## src/rtl/uart_pkg.sv

```systemverilog
// rtl/uart_pkg.sv - shared UART constants, state encoding and parity helper
package uart_pkg;

  localparam int DATA_BITS = 8;

  localparam logic PARITY_EVEN = 1'b0;
  localparam logic PARITY_ODD  = 1'b1;

  // Encodings are shared with the transmitter so both sides decode alike.
  localparam logic [2:0] STATE_IDLE   = 3'd0;
  localparam logic [2:0] STATE_START  = 3'd1;
  localparam logic [2:0] STATE_DATA   = 3'd2;
  localparam logic [2:0] STATE_PARITY = 3'd3;
  localparam logic [2:0] STATE_STOP   = 3'd4;

  typedef enum logic [2:0] {
    ST_IDLE   = STATE_IDLE,
    ST_START  = STATE_START,
    ST_DATA   = STATE_DATA,
    ST_PARITY = STATE_PARITY,
    ST_STOP   = STATE_STOP
  } uart_state_e;

  function automatic logic parity_of(input logic [DATA_BITS-1:0] data, input logic odd);
    return odd ? ~^data : ^data;
  endfunction

endpackage

```

## src/rtl/uart_sync2.sv

```systemverilog
// rtl/uart_sync2.sv - two-flop synchroniser for an asynchronous idle-high pin
module uart_sync2 (
  input  logic clk,
  input  logic rst,
  input  logic d_i,
  output logic q_o
);

  logic [1:0] sync_q;

  always_ff @(posedge clk or posedge rst) begin
    if (rst) begin
      sync_q <= 2'b11;
    end else begin
      sync_q <= {sync_q[0], d_i};
    end
  end

  assign q_o = sync_q[1];

endmodule

```

## src/rtl/uart_rx.sv

```systemverilog
// rtl/uart_rx.sv - oversampling 8-bit UART receiver with parity, framing and overrun flags
module uart_rx
  import uart_pkg::*;
#(
  parameter logic PARITY_TYPE = PARITY_EVEN,
  parameter int   OVERSAMPLE  = 16
) (
  input  logic       clk,
  input  logic       rst,
  input  logic       clk_en,
  input  logic       rx,
  input  logic       rdy_clr,
  output logic [7:0] dout,
  output logic       rdy,
  output logic       parity_err,
  output logic       frame_err,
  output logic       overrun_err,
  output logic       rx_busy
);

  localparam int CW = $clog2(OVERSAMPLE);
  localparam logic [CW-1:0] CNT_MID  = CW'(OVERSAMPLE / 2 - 1);
  localparam logic [CW-1:0] CNT_LAST = CW'(OVERSAMPLE - 1);
  localparam logic [2:0]    BIT_LAST = 3'(DATA_BITS - 1);

  logic rx_s;

  uart_sync2 u_sync (
    .clk (clk),
    .rst (rst),
    .d_i (rx),
    .q_o (rx_s)
  );

  uart_state_e          state_q, state_d;
  logic [CW-1:0]        sample_cnt_q, sample_cnt_d;
  logic [2:0]           bit_cnt_q, bit_cnt_d;
  logic [DATA_BITS-1:0] shift_q, shift_d;
  logic                 par_q, par_d;
  logic [7:0]           dout_q, dout_d;
  logic                 rdy_q, rdy_d;
  logic                 perr_q, perr_d;
  logic                 ferr_q, ferr_d;
  logic                 ovr_q, ovr_d;
  logic                 wait_high_q, wait_high_d;
  logic                 done;

  always_ff @(posedge clk or posedge rst) begin
    if (rst) begin
      state_q      <= ST_IDLE;
      sample_cnt_q <= '0;
      bit_cnt_q    <= '0;
      shift_q      <= '0;
      par_q        <= 1'b0;
      dout_q       <= '0;
      rdy_q        <= 1'b0;
      perr_q       <= 1'b0;
      ferr_q       <= 1'b0;
      ovr_q        <= 1'b0;
      wait_high_q  <= 1'b0;
    end else begin
      state_q      <= state_d;
      sample_cnt_q <= sample_cnt_d;
      bit_cnt_q    <= bit_cnt_d;
      shift_q      <= shift_d;
      par_q        <= par_d;
      dout_q       <= dout_d;
      rdy_q        <= rdy_d;
      perr_q       <= perr_d;
      ferr_q       <= ferr_d;
      ovr_q        <= ovr_d;
      wait_high_q  <= wait_high_d;
    end
  end

  always_comb begin
    state_d      = state_q;
    sample_cnt_d = sample_cnt_q;
    bit_cnt_d    = bit_cnt_q;
    shift_d      = shift_q;
    par_d        = par_q;
    dout_d       = dout_q;
    rdy_d        = rdy_q;
    perr_d       = perr_q;
    ferr_d       = ferr_q;
    ovr_d        = ovr_q;
    wait_high_d  = wait_high_q;
    done         = 1'b0;

    if (clk_en) begin
      case (state_q)
        ST_IDLE: begin
          // A low stop bit must see the line go high before a new start edge counts.
          if (wait_high_q) begin
            if (rx_s) wait_high_d = 1'b0;
          end else if (!rx_s) begin
            state_d      = ST_START;
            sample_cnt_d = '0;
          end
        end
        ST_START: begin
          if (sample_cnt_q == CNT_MID) begin
            sample_cnt_d = '0;
            if (!rx_s) begin
              state_d   = ST_DATA;
              bit_cnt_d = '0;
            end else begin
              state_d = ST_IDLE;
            end
          end else begin
            sample_cnt_d = sample_cnt_q + 1'b1;
          end
        end
        ST_DATA: begin
          if (sample_cnt_q == CNT_LAST) begin
            shift_d[bit_cnt_q] = rx_s;
            sample_cnt_d       = '0;
            if (bit_cnt_q == BIT_LAST) state_d = ST_PARITY;
            else                       bit_cnt_d = bit_cnt_q + 1'b1;
          end else begin
            sample_cnt_d = sample_cnt_q + 1'b1;
          end
        end
        ST_PARITY: begin
          if (sample_cnt_q == CNT_LAST) begin
            par_d        = rx_s;
            sample_cnt_d = '0;
            state_d      = ST_STOP;
          end else begin
            sample_cnt_d = sample_cnt_q + 1'b1;
          end
        end
        ST_STOP: begin
          if (sample_cnt_q == CNT_LAST) begin
            sample_cnt_d = '0;
            state_d      = ST_IDLE;
            wait_high_d  = ~rx_s;
            done         = 1'b1;
          end else begin
            sample_cnt_d = sample_cnt_q + 1'b1;
          end
        end
        default: state_d = ST_IDLE;
      endcase
    end

    // Completion outranks a same-cycle acknowledge.
    if (done) begin
      dout_d = shift_q;
      rdy_d  = 1'b1;
      perr_d = par_q ^ parity_of(shift_q, PARITY_TYPE);
      ferr_d = ~rx_s;
      ovr_d  = rdy_q & ~rdy_clr;
    end else if (rdy_clr) begin
      rdy_d = 1'b0;
      ovr_d = 1'b0;
    end
  end

  assign dout        = dout_q;
  assign rdy         = rdy_q;
  assign parity_err  = perr_q;
  assign frame_err   = ferr_q;
  assign overrun_err = ovr_q;
  assign rx_busy     = (state_q != ST_IDLE);

endmodule

```

## config.mk

```make
export PLATFORM = sky130hd
export DESIGN_NAME = uart_rx
export DESIGN_NICKNAME = d
export VERILOG_FILES = /design/src/rtl/uart_pkg.sv /design/src/rtl/uart_sync2.sv /design/src/rtl/uart_rx.sv
export SDC_FILE = /design/constraint.sdc
export NUM_CORES = 1
export LEC_CHECK = 0
export BUFFER_PORTS_ARGS = -buffer_cell sky130_fd_sc_hd__buf_4
export CAP_MARGIN = 25
export CORE_MARGIN = 4
export CORE_UTILIZATION = 55
export CTS_CLUSTER_DIAMETER = 80
export DETAILED_ROUTE_END_ITERATION = 12
export GPL_ROUTABILITY_DRIVEN = 0
export HOLD_SLACK_MARGIN = 0.06
export PLACE_DENSITY_LB_ADDON = 0.25
export SLEW_MARGIN = 20
export SYNTH_ARGS = -nofsm -noshare
export SYNTH_HDL_FRONTEND = slang
export SYNTH_SLANG_ARGS = --single-unit
```

## constraint.sdc

```tcl
create_clock -name clk -period 2.35 [get_ports clk]
set_input_delay 0.235 -clock clk [delete_from_list [all_inputs] [get_ports clk]]
set_output_delay 0.235 -clock clk [all_outputs]
set_load 0.01 [all_outputs]
```

# Yosys cells after proc, flatten, opt, wreduce, memory -nomap -nowiden
# Index checks and enable logic that the tools add are counted.
[classes] muxes=32 add_sub_neg=2 magnitude_cmp=2 eq_ne=16 n_reduce_logical=15 n_bitwise=4
[op_table] cell="3-bit 2-to-1 mux" count=11
[op_table] cell="2-bit inequality test (second input constant)" count=9
[op_table] cell="4-bit 2-to-1 mux" count=4
[op_table] cell="3-bit case mux with 5 select lines" count=1
[op_table] cell="4-bit case mux with 3 select lines" count=1
[op_table] cell="1-bit 2-to-1 mux" count=10
[op_table] cell="3-bit AND reduction" count=3
[op_table] cell="8-bit bitwise mux" count=1
[op_table] cell="8-bit AND reduction" count=1
[op_table] cell="8-bit parity" count=1
[op_table] cell="3-bit by 2-bit equality test with 1-bit output (second input constant)" count=2
[op_table] cell="3-bit equality test (second input constant)" count=2
[op_table] cell="3-bit case mux with 2 select lines" count=1
[op_table] cell="6-bit AND reduction" count=1
[op_table] cell="2-bit nonzero test" count=3
[op_table] cell="3-bit nonzero test" count=2
[op_table] cell="4-bit by 1-bit adder with 4-bit output (second input constant)" count=1
[op_table] cell="4-bit by 3-bit equality test with 1-bit output (second input constant)" count=1
[op_table] cell="4-bit equality test (second input constant)" count=1
[op_table] cell="3-bit by 4-bit less-than comparator with 1-bit output (second input constant)" count=1
[op_table] cell="4-bit AND reduction" count=1
[op_table] cell="3-bit by 1-bit adder with 3-bit output (second input constant)" count=1
[op_table] cell="1-bit demux with 3-bit select" count=1
[op_table] cell="3-bit by 1-bit equality test with 1-bit output (second input constant)" count=1
[op_table] cell="other kinds (9)" count=10
[word_totals] register_bits=34 output_inout_bits=13 word_cells=83 input_bits=5

# Longest topological paths before layout
# Gate-level depths: netlist of run 1.
[depth] ltp_word=5 depth_mapped=6 depth_no_buf=6

# Hierarchy
# A second synthesis of run 1 with hierarchy kept.
[hier_totals] hier_cells=151 area_unflattened_um2=1783.0
[modules_own_cells] module="uart_rx" area_each_um2=1726.7 n_inst=1 cells_each=148
[modules_own_cells] module="uart_sync2" area_each_um2=56.3 n_inst=1 cells_each=3

# Least setup slack after synthesis of run 1
# No wires, ideal clock.
[synth_timing] kind="register to register" from="reg state_q[2]" to="reg shift_q[2]" arrival_time_ns=1.636 path_stages_with_launch=5 path_buffers=0 required_ns=2.225 synth_period_minus_slack_ns=1.761 path_slack_ns=0.589 path_cell_list="dfrtp_1 or3b_4 or3_4 nor3b_2 mux2_2"
[synth_between] elab_chain_len=2
[synth_rtl] item="start: declaration" line="uart_rx.sv:35" text="uart_state_e state_q, state_d;"
[synth_rtl] item="start signal: assignment" line="uart_rx.sv:62" text="state_q <= state_d;"
[synth_rtl] item="3-bit by 2-bit equality test with 1-bit output" line="uart_rx.sv:91" text="case (state_q)"
[synth_rtl] item="3-bit AND reduction (no line)"
[synth_rtl] item="end signal: assignment" line="uart_rx.sv:65" text="shift_q <= shift_d;"
[synth_rtl] item="end: declaration" line="uart_rx.sv:38" text="logic [DATA_BITS-1:0] shift_q, shift_d;"
# Every way passes these cells.
# A chain may end at the register's enable or synchronous reset.

# Final worst setup path of run 1
[layout_timing] from="reg sample_cnt_q[0]" to="reg bit_cnt_q[0]"
[layout_between] elab_chain_len=3
[layout_rtl] item="start: declaration" line="uart_rx.sv:36" text="logic [CW-1:0] sample_cnt_q, sample_cnt_d;"
[layout_rtl] item="start signal: assignment" line="uart_rx.sv:63" text="sample_cnt_q <= sample_cnt_d;"
[layout_rtl] item="4-bit equality test / 4-bit by 3-bit equality test with 1-bit output (equally long branches)" line="uart_rx.sv:115, uart_rx.sv:102"
[layout_rtl] item="2-bit inequality test (no line)"
[layout_rtl] item="6-bit AND reduction (no line) (*)"
[layout_rtl] item="end signal: assignment" line="uart_rx.sv:64" text="bit_cnt_q <= bit_cnt_d;"
[layout_rtl] item="end: declaration" line="uart_rx.sv:37" text="logic [2:0] bit_cnt_q, bit_cnt_d;"
# Mark *: on every way between the ends. The rest lies on a longest branch, timed or not.

==> results.py, run 1 <==
metrics = {
    "finish": {
        "instances_no_fill": 213,
        "diodes": 0,
        "area_growth_pct": 16.7,
        "drive_gt1_share_pct": 27.5,
        "fillCellCount": 219,
        "final_nets": 189,
    },
    "clock_tree": {
        "cts_sinks": 34,
        "cts_buffers": 5,
        "cts_resized": 0,
        "htreeDepth": 2,
        "clockRootBuffer": "clkbuf_4",
        "clock_path_buffers": 2,
        "clk_latency_ps": 340,
        "post-cts-setup-buffer-count": 0,
        "cts_tree": "built",
        "clkSlewWorstSetupHoldPaths_ps": 100,
    },
    "critical_path": {
        "critPathLaunchType": "flop",
        "arrival_ps": 2260,
        "worstPathMaxFanout": 6,
        "reg2reg_slack_ps": 360,
        "reg2reg_to": "bit_cnt_q[0]$_DFFE_PP0P_",
        "endpoint_kind": "flop",
        "worstPathRequired_ps": 2630,
        "r2r_start": "sample_cnt_q[0]$_DFFE_PP0P_",
        "crit_type": "flop to flop",
        "rr_worst_depth": 5,
    },
    "yosys": {
        "synth_fp_nets": 168,
        "synth-compound-area-share_pct": 9.50,
        "synth_adder_area_share_pct": 2.23,
        "synth_mux_area_share_pct": 8.68,
        "ys_ff_latch": 34,
        "synth_edf_count": 0,
        "yosysSeqAreaShare_pct": 50.6,
        "syn_inst": 160,
        "async_flop_share_pct": 100,
        "ys_warn_count": 0,
        "synthXorXnorAreaFrac_pct": 4.97,
        "ys.flop_type": "dfrtp_1",
        "synth_top_family_by_area": "simple AND/OR/NAND/NOR gates",
        "yosys.area_share.simple_pct": 20.7,
        "ys_types": 40,
        "syn_area_mm2": 0.00169,
        "avgSynthCellArea_um2": 10.5,
    },
    "die": {
        "initial_utilization_pct": 59.1,
        "die_area_mm2": 0.00402,
        "die_height_um": 63.4,
        "core-area_mm2": 0.00285,
        "dieWidth_um": 63.4,
        "num_rows": 19,
        "ioPinCount": 18,
    },
    "timing": {
        "fin_crit_ps": 1990,
        "period_share_pct": 84.5,
        "final-hold-violation-count": 0,
        "max_freq_ghz": 0.503,
        "rsz0062_at_grt": "false",
        "slew_viol_final": 0,
        "worst_pin_slew_ps": 511,
        "setup_viol": 0,
        "setup_tns_ps": 0,
        "fin_worst_skew_ps": 10.8,
        "max-slew-margin-rel_pct": 65.4,
    },
    "power": {
        "seqPwrFrac_pct": 45.2,
        "intPower_uw": 1170,
        "powerDensity_mw_per_mm2": 822,
        "ir_drop_mv": 0.763,
        "swShare_pct": 27.9,
        "p_sw_uw": 451,
        "p_leak_uw": 0.000956,
        "total_power_uw": 1620,
        "comb_power_share_pct": 20.2,
        "power.share.clock_pct": 34.6,
    },
    "routing": {
        "dr.first_iter.drc_count": 53,
        "vias": 1221,
        "wirelength_mm": 3.14,
        "detail_route.vias_per_cell": 5.73,
        "drt_drc_violations_left": 0,
        "antenna_left": 0,
        "dr.pass1.iters": 4,
        "post_drt_wl_per_cell_um": 14.7,
    },
    "global_route": {
        "grt_max_degree": 23,
        "grt_pass1_wl_mm": 5.55,
        "grt_antenna_before_repair": 0,
        "track_usage_pct": 17.6,
        "grt_overflow_total": 0,
        "grt_pass1_vias": 1144,
    },
    "hold_path": {
        "hold_class": "input port to flop",
        "holdPathEnd": "wait_high_q$_DFFE_PP0P_",
        "hold_depth": 4,
        "holdCritStartpoint": "clk_en",
    },
    "place": {
        "io_buffer_count": 17,
        "hpwl_mm": 2.28,
        "dp.cells": 202,
    },
    "run_status": {
        "outcome": "finished, final reports clean",
    },
    "run": {
        "cap_violations": 0,
    },
}
[stage by stage]
stage                     utilization [%]  cell area, um^2  hold WS [ps]  worst slack, ps
final                                69.0             1970           238              363
after global routing                 69.0             1970           291              180
after CTS                            69.0             1970           234              379
after detailed placement             64.0             1830           296              387
after global placement               64.0             1830           274              427
after floorplan                         -             1690           239              589
[critical path: stages (launching register included)]
cell	delay, ps
dfrtp_1	400
ha_1	270
nand3b_1	140
a21boi_0	370
nor4b_1	490
mux2_2	250
[registers in the layout, summed over array words and instances, names as in the netlist]
register,count
overrun_err,1
wait_high_q,1
u_sync.sync_q,2
par_q,1
sample_cnt_q,4
dout,8
parity_err,1
frame_err,1
rdy,1
state_q,3
bit_cnt_q,3
shift_q,8
[layer usage]
metal | vias to the layer above | global-route usage, % | part of all wire [%]
li1 | 597 | - | -
met1 | 592 | 24.2 | 48
met2 | 24 | 26.5 | 46
met3 | 8 | 3.37 | 3.9
met4 | 0 | 8.63 | 1.8
met5 | - | 0 | 0
[final cells by class]
type	instances	area (um^2)	share of cell area (%)
Clock inverter	2	60.1	3.05
Timing Repair Buffer	22	173	8.77
Sequential cell	34	853	43.4
Clock buffer	6	51.3	2.61
Inverter	4	15.0	0.763
Multi-Input combinational cell	114	777	39.5
Tap cell	31	38.8	1.97
[logic make-up after synthesis]
| group | count (synthesis) |
|---|---|
| and+or+nand+nor | 67 |
| DFF | 34 |
| AOI/OAI and AO/OA | 23 |
| muxes | 13 |
| buffers and inverters | 12 |
| xor gates and xnor gates | 8 |
| adders and majority gates | 3 |
[Yosys cell counts (all sizes together), types with 3 or more instances]
cell / number / area share (%)
a21oi: 5 / 1.5
buf: 5 / 1.8
clkbuf: 3 / 0.67
dfrtp: 32 / 47
ha: 3 / 2.2
inv: 4 / 0.89
mux2: 13 / 8.7
nand2: 32 / 7.1
nand2b: 3 / 1.1
nand3: 4 / 1.2
nand3b: 3 / 1.3
nand4: 3 / 1.1
nor2: 8 / 1.8
nor3b: 3 / 1.9
o211ai: 4 / 2.1
o21ai: 6 / 1.8
or3: 3 / 1.7
xnor2: 5 / 2.6
[how the worst max path moves through the flow]
| stage | cells past startpoint | endpoint | slack, ps | startpoint |
|---|---|---|---|---|
| global route | 5 | bit_cnt_q[0]$_DFFE_PP0P_ | 180 | sample_cnt_q[0]$_DFFE_PP0P_ |
| detailed placement | 4 | shift_q[0]$_DFFE_PP0P_ | 390 | state_q[2]$_DFFE_PP0P_ |
| floorplan | 4 | shift_q[2]$_DFFE_PP0P_ | 590 | state_q[2]$_DFFE_PP0P_ |
| finish | 5 | bit_cnt_q[0]$_DFFE_PP0P_ | 360 | sample_cnt_q[0]$_DFFE_PP0P_ |
| global placement | 4 | shift_q[2]$_DFFE_PP0P_ | 430 | state_q[2]$_DFFE_PP0P_ |
| CTS | 4 | shift_q[0]$_DFFE_PP0P_ | 380 | state_q[2]$_DFFE_PP0P_ |
[power by group through the flow]
stage	registers [uW]	clock network (uW)	logic (uW)
after global routing	745	597	365
after floorplan	691	0	297
final	732	560	326
after detailed placement	738	0	319
after global placement	733	0	304
after CTS	727	566	327
[repair_timing]
| action | CTS | global route |
|---|---|---|
| endpoints found under the hold margin | 12 | 0 |
| hold buffers | 3 | 0 |
| endpoints found under the setup margin | 0 | 0 |
[layout by cell type, fill, tap and decap left out, types with 2 or more instances in the layout]
| master | instances |
|---|---|
| xor2_1 | 2 |
| o211ai_1 | 3 |
| nand3_1 | 4 |
| dlygate4sd3_1 | 3 |
| nor3_1 | 2 |
| nand3b_1 | 3 |
| or3_4 | 2 |
| dfrtp_1 | 32 |
| bufinv_16 | 2 |
| nor2_1 | 8 |
| mux2_2 | 13 |
| nor3b_2 | 2 |
| a21oi_1 | 5 |
| o21ai_0 | 5 |
| clkbuf_4 | 5 |
| a22o_1 | 2 |
| nand2_1 | 32 |
| buf_4 | 19 |
| inv_1 | 4 |
| xnor2_1 | 5 |
| nand2b_1 | 3 |
| dfstp_2 | 2 |
| ha_1 | 3 |
| nand4_1 | 3 |
Note: power is estimated with default switching activity, not from simulation.
==> run 2, diff against run 1 <==
clock period = 2.1 ns   (was 2.35 ns; I/O delays follow)
==> run 2 against run 1 <==
Global-route usage shrank 0.098 points. Setup slack lost 210 ps. Clock power down 14%. Worst hold slack improved by 13 ps. Critical path type unchanged.
==> results.py, run 2 (same netlist as run 1, synthesis figures left out) <==
metrics = {
    "global_route": {
        "grt_max_degree": 23,
        "grt_antenna_before_repair": 0,
        "grt_overflow_total": 0,
        "grt_pass1_wl_mm": 5.44,
        "track_usage_pct": 17.5,
        "grt_pass1_vias": 1253,
    },
    "place": {
        "dp.cells": 207,
        "io_buffer_count": 17,
        "hpwl_mm": 2.38,
    },
    "routing": {
        "dr.pass1.iters": 4,
        "post_drt_wl_per_cell_um": 14.9,
        "vias": 1261,
        "drt_drc_violations_left": 0,
        "antenna_left": 0,
        "wirelength_mm": 3.23,
        "dr.first_iter.drc_count": 52,
        "detail_route.vias_per_cell": 5.81,
    },
    "timing": {
        "slew_viol_final": 0,
        "whs_ps": 251,
        "rsz0062_at_grt": "false",
        "max-slew-margin-rel_pct": 62.1,
        "fin_worst_skew_ps": 16.7,
        "max_freq_ghz": 0.514,
        "worst_pin_slew_ps": 560,
        "period_share_pct": 92.6,
        "setup_viol": 0,
        "final-hold-violation-count": 0,
        "fin_crit_ps": 1940,
        "setup_tns_ps": 0,
    },
    "critical_path": {
        "worstPathMaxFanout": 6,
        "worstPathRequired_ps": 2330,
        "crit_type": "flop to flop",
        "critPathLaunchType": "flop",
        "arrival_ps": 2170,
        "endpoint_kind": "flop",
    },
    "die": {
        "die_height_um": 63.4,
        "dieWidth_um": 63.4,
        "num_rows": 19,
        "core-area_mm2": 0.00285,
        "die_area_mm2": 0.00402,
        "initial_utilization_pct": 59.1,
        "ioPinCount": 18,
    },
    "clock_tree": {
        "htreeDepth": 2,
        "cts_buffers": 5,
        "clk_latency_ps": 330,
        "clkSlewWorstSetupHoldPaths_ps": 100,
        "cts_resized": 0,
        "cts_tree": "built",
        "clock_path_buffers": 2,
        "cts_sinks": 34,
        "clockRootBuffer": "clkbuf_4",
    },
    "finish": {
        "area_growth_pct": 17.1,
        "diodes": 0,
        "fillCellCount": 239,
        "instances_no_fill": 217,
        "final_nets": 194,
        "drive_gt1_share_pct": 29.0,
        "final_cell_mix": "nand2_1 (32), dfrtp_1 (32), buf_4 (24)",
    },
    "power": {
        "powerDensity_mw_per_mm2": 867,
        "total_power_uw": 1710,
        "p_leak_uw": 0.000967,
        "ir_drop_mv": 0.999,
    },
    "hold_path": {
        "hold_class": "input port to flop",
    },
    "run_status": {
        "outcome": "finished, final reports clean",
    },
    "run": {
        "cap_violations": 0,
    },
}
==> run 2: cell count changes in the layout (fill, tap and decap cells not counted) <==
cell / before / now
buf_4: 19 / 24
bufinv_16: 2 / 1
==> run 2: layer usage <==
metal	wire length [um]	up-vias	share of wire, %	global-route usage, %
met5	0	-	0	0
met1	1460	612	45	22.5
met4	42	0	1.3	8.89
met2	1580	31	49	27.2
li1	-	613	-	-
met3	154	5	4.8	4.26
==> run 2: path summary, 6_finish.rpt <==
path	start	end	slack, ps	cells after the start
worst min register to register	u_sync.sync_q[0]$_DFF_PP1_	u_sync.sync_q[1]$_DFF_PP1_	360	0
worst max-delay path	sample_cnt_q[0]$_DFFE_PP0P_	shift_q[4]$_DFFE_PP0P_	160	5
worst min-delay path	clk_en	wait_high_q$_DFFE_PP0P_	250	4
worst max register to register	sample_cnt_q[0]$_DFFE_PP0P_	shift_q[4]$_DFFE_PP0P_	160	5
max in group asynchronous	rst	par_q$_DFFE_PP0P_	1000	4
min in group asynchronous	rst	sample_cnt_q[0]$_DFFE_PP0P_	440	3
==> run 2: power breakdown <==
group          leakage [uW]  switching [uW]  internal [uW]
Sequential         0.000460            66.1            717
Combinational      0.000463             226            221
Clock             0.0000443             205            277
==> run 2: final cells by class <==
class                           instances  area [um^2]  share of cell area, %
Sequential cell                        34          853                   43.2
Multi-Input combinational cell        114          777                   39.3
Timing Repair Buffer                   27          210                   10.6
Clock buffer                            6         51.3                   2.60
Tap cell                               31         38.8                   1.96
Clock inverter                          1         30.0                   1.52
Inverter                                4         15.0                  0.760
==> run 2: critical path, stage by stage (launching register included) <==
cell and delay, ps:
dfrtp_1 400, ha_1 270, nand4_1 180, or3_4 430, nor3b_2 200, mux2_2 350
==> run 2: repair_timing <==
action / CTS / global route
setup buffers: 0 / 0
endpoints found under the setup margin: 0 / 0
hold buffers: 3 / 0
hold endpoints to repair: 13 / 0
==> run 2: metrics by stage <==
step	utilization [%]	instance area [um^2]	worst slack, ps
global route	69.3	1980	44.6
detailed placement	65.4	1860	184
global placement	65.4	1860	244
floorplan	-	1690	339
CTS	69.3	1980	157
finish	69.3	1980	156
==> run 3, diff against run 2 <==
CORE_UTILIZATION = 46   (was 55)
CTS_BUF_LIST = sky130_fd_sc_hd__clkbuf_4   (was unset)
==> run 3 against run 2 <==
Setup slack gained 27 ps. First-iteration DRC count grew 79%. Clock-buffer cell count shrank 1. Wire length shrank 2.8%. Clock skew shrank 11 ps. Global-route usage shrank 1.2 points. Fmax grew 1.4%. Register-to-register slack gained 30 ps. Worst hold slack lost 22 ps. Flip-flop and latch count is the same. Clock power shrank 28%. Non-clock buffer count grew 1. Largest cell class unchanged. Largest power group unchanged.
==> results.py, run 3 (same netlist as run 1, synthesis figures left out) <==
metrics = {
    "run_status": {
        "outcome": "finished, final reports clean",
    },
    "place": {
        "io_buffer_count": 17,
        "dp.cells": 223,
        "hpwl_mm": 2.27,
        "post_dp_cell_area_mm2": 0.00189,
    },
    "run": {
        "cap_violations": 0,
    },
    "routing": {
        "vias": 1224,
        "dr.pass1.iters": 4,
        "antenna_left": 0,
        "detail_route.vias_per_cell": 5.23,
        "drt_drc_violations_left": 0,
        "wirelength_mm": 3.14,
        "dr.first_iter.drc_count": 93,
        "post_drt_wl_per_cell_um": 13.4,
    },
    "critical_path": {
        "cpPeakStageDelay_ps": 420,
        "worstPathRequired_ps": 2330,
        "critPathLaunchType": "flop",
        "crit_slowest_cell": "or3_4",
        "endpoint_kind": "flop",
        "path_buf_inv": 0,
        "cp_cell_sequence": "ha_1 -> nand4_1 -> or3_4 -> nor3b_2 -> mux2_2",
        "arrival_ps": 2150,
        "crit_type": "flop to flop",
        "worstPathMaxFanout": 6,
        "path_delay_family": "simple AND/OR/NAND/NOR gates",
    },
    "timing": {
        "setup_viol": 0,
        "period_share_pct": 91.3,
        "worst_pin_slew_ps": 492,
        "max_freq_ghz": 0.522,
        "fin_worst_skew_ps": 5.93,
        "slew_viol_final": 0,
        "setup_tns_ps": 0,
        "rsz0062_at_grt": "false",
        "max-slew-margin-rel_pct": 66.7,
        "final-hold-violation-count": 0,
        "fin_crit_ps": 1920,
    },
    "finish": {
        "drive_gt1_share_pct": 29.3,
        "seqCellArea_um2": 853,
        "multi_input_area_um2": 777,
        "diodes": 0,
        "final_cell_mix": "nand2_1 (32), dfrtp_1 (32), buf_4 (25)",
        "area_growth_pct": 17.1,
        "final_util_pct": 57.4,
        "instances_no_fill": 234,
        "final_cell_area_mm2": 0.00197,
        "fillCellCount": 292,
        "final_nets": 195,
    },
    "clock_tree": {
        "clock_path_buffers": 2,
        "clkSlewWorstSetupHoldPaths_ps": 100,
        "clk_latency_ps": 340,
        "clockRootBuffer": "clkbuf_4",
        "cts_tree": "built",
        "htreeDepth": 2,
        "post-cts-setup-buffer-count": 0,
        "cts_sinks": 34,
        "cts_buffers": 5,
    },
    "die": {
        "die_height_um": 68.6,
        "core-area_mm2": 0.00344,
        "dieWidth_um": 68.6,
        "num_rows": 21,
        "ioPinCount": 18,
        "die_area_mm2": 0.00470,
        "initial_utilization_pct": 49.0,
    },
    "power": {
        "total_power_uw": 1570,
        "ir_drop_mv": 0.567,
        "p_leak_uw": 0.000955,
        "powerDensity_mw_per_mm2": 794,
    },
    "global_route": {
        "grt_pass1_vias": 1265,
        "grt_pass1_wl_mm": 5.62,
        "grt_max_degree": 35,
        "use_met1_pct": 21.1,
        "track_usage_pct": 16.3,
        "grt_overflow_total": 0,
        "met2_usage_pct": 25.5,
        "gr-max-usage-layer": "met2",
        "grt_antenna_before_repair": 0,
        "met3_usage_pct": 3.57,
    },
    "hold_path": {
        "hold_class": "input port to flop",
    },
}
## run 3: power breakdown
group          leakage, uW  switching, uW  internal (uW)  total [uW]
clock network    0.0000286            223            124         348
registers         0.000460           60.1            716         776
logic             0.000467            230            215         444
total             0.000955            513           1060        1570
## run 3: layout make-up
class / instances / share of cell area [%]
repair buffers: 28 / 11.0
flip-flops and latches: 34 / 43.2
multi-input cells: 114 / 39.4
inverters: 4 / 0.760
clock buffers: 5 / 1.90
well taps: 46 / 2.92
clock inverters: 3 / 0.824
## run 3: worst register-to-register path: cells and delay by family, from the launching register on
family	cells	cell delay [ps]
and+or+nand+nor	3	800
DFF	1	400
muxes	1	350
adders and majority gates	1	270
## run 3: what timing repair did
item | 4_1_cts | 5_1_grt
endpoints found under the hold margin | 35 | 0
hold buffers | 3 | 0
gates resized for setup | 0 | 0
## run 3: per-stage QoR
step	worst slack, ps	hold WS, ps
after CTS	175	219
after floorplan	339	214
final	183	228
after global placement	257	321
after global routing	0.348	264
after detailed placement	182	320
## run 3: worst paths after layout
check                                            start                          end  slack, ps  depth (start not counted)
max                        sample_cnt_q[0]$_DFFE_PP0P_       shift_q[2]$_DFFE_PP0P_        180                          5
min                                             clk_en      wait_high_q$_DFFE_PP0P_        230                          4
max reg2reg                sample_cnt_q[0]$_DFFE_PP0P_       shift_q[2]$_DFFE_PP0P_        180                          5
min reg2reg                 u_sync.sync_q[0]$_DFF_PP1_   u_sync.sync_q[1]$_DFF_PP1_        360                          0
max in group asynchronous                          rst   u_sync.sync_q[0]$_DFF_PP1_       1260                          4
min in group asynchronous                          rst  sample_cnt_q[0]$_DFFE_PP0P_        510                          4
## run 3: layer usage
| metal | vias up | share of wire (%) | wire length, um |
|---|---|---|---|
| met3 | 7 | 5.2 | 163 |
| met5 | - | 0 | 0 |
| met2 | 19 | 46 | 1440 |
| met1 | 591 | 47 | 1480 |
| met4 | 0 | 1.9 | 59 |
| li1 | 607 | - | - |
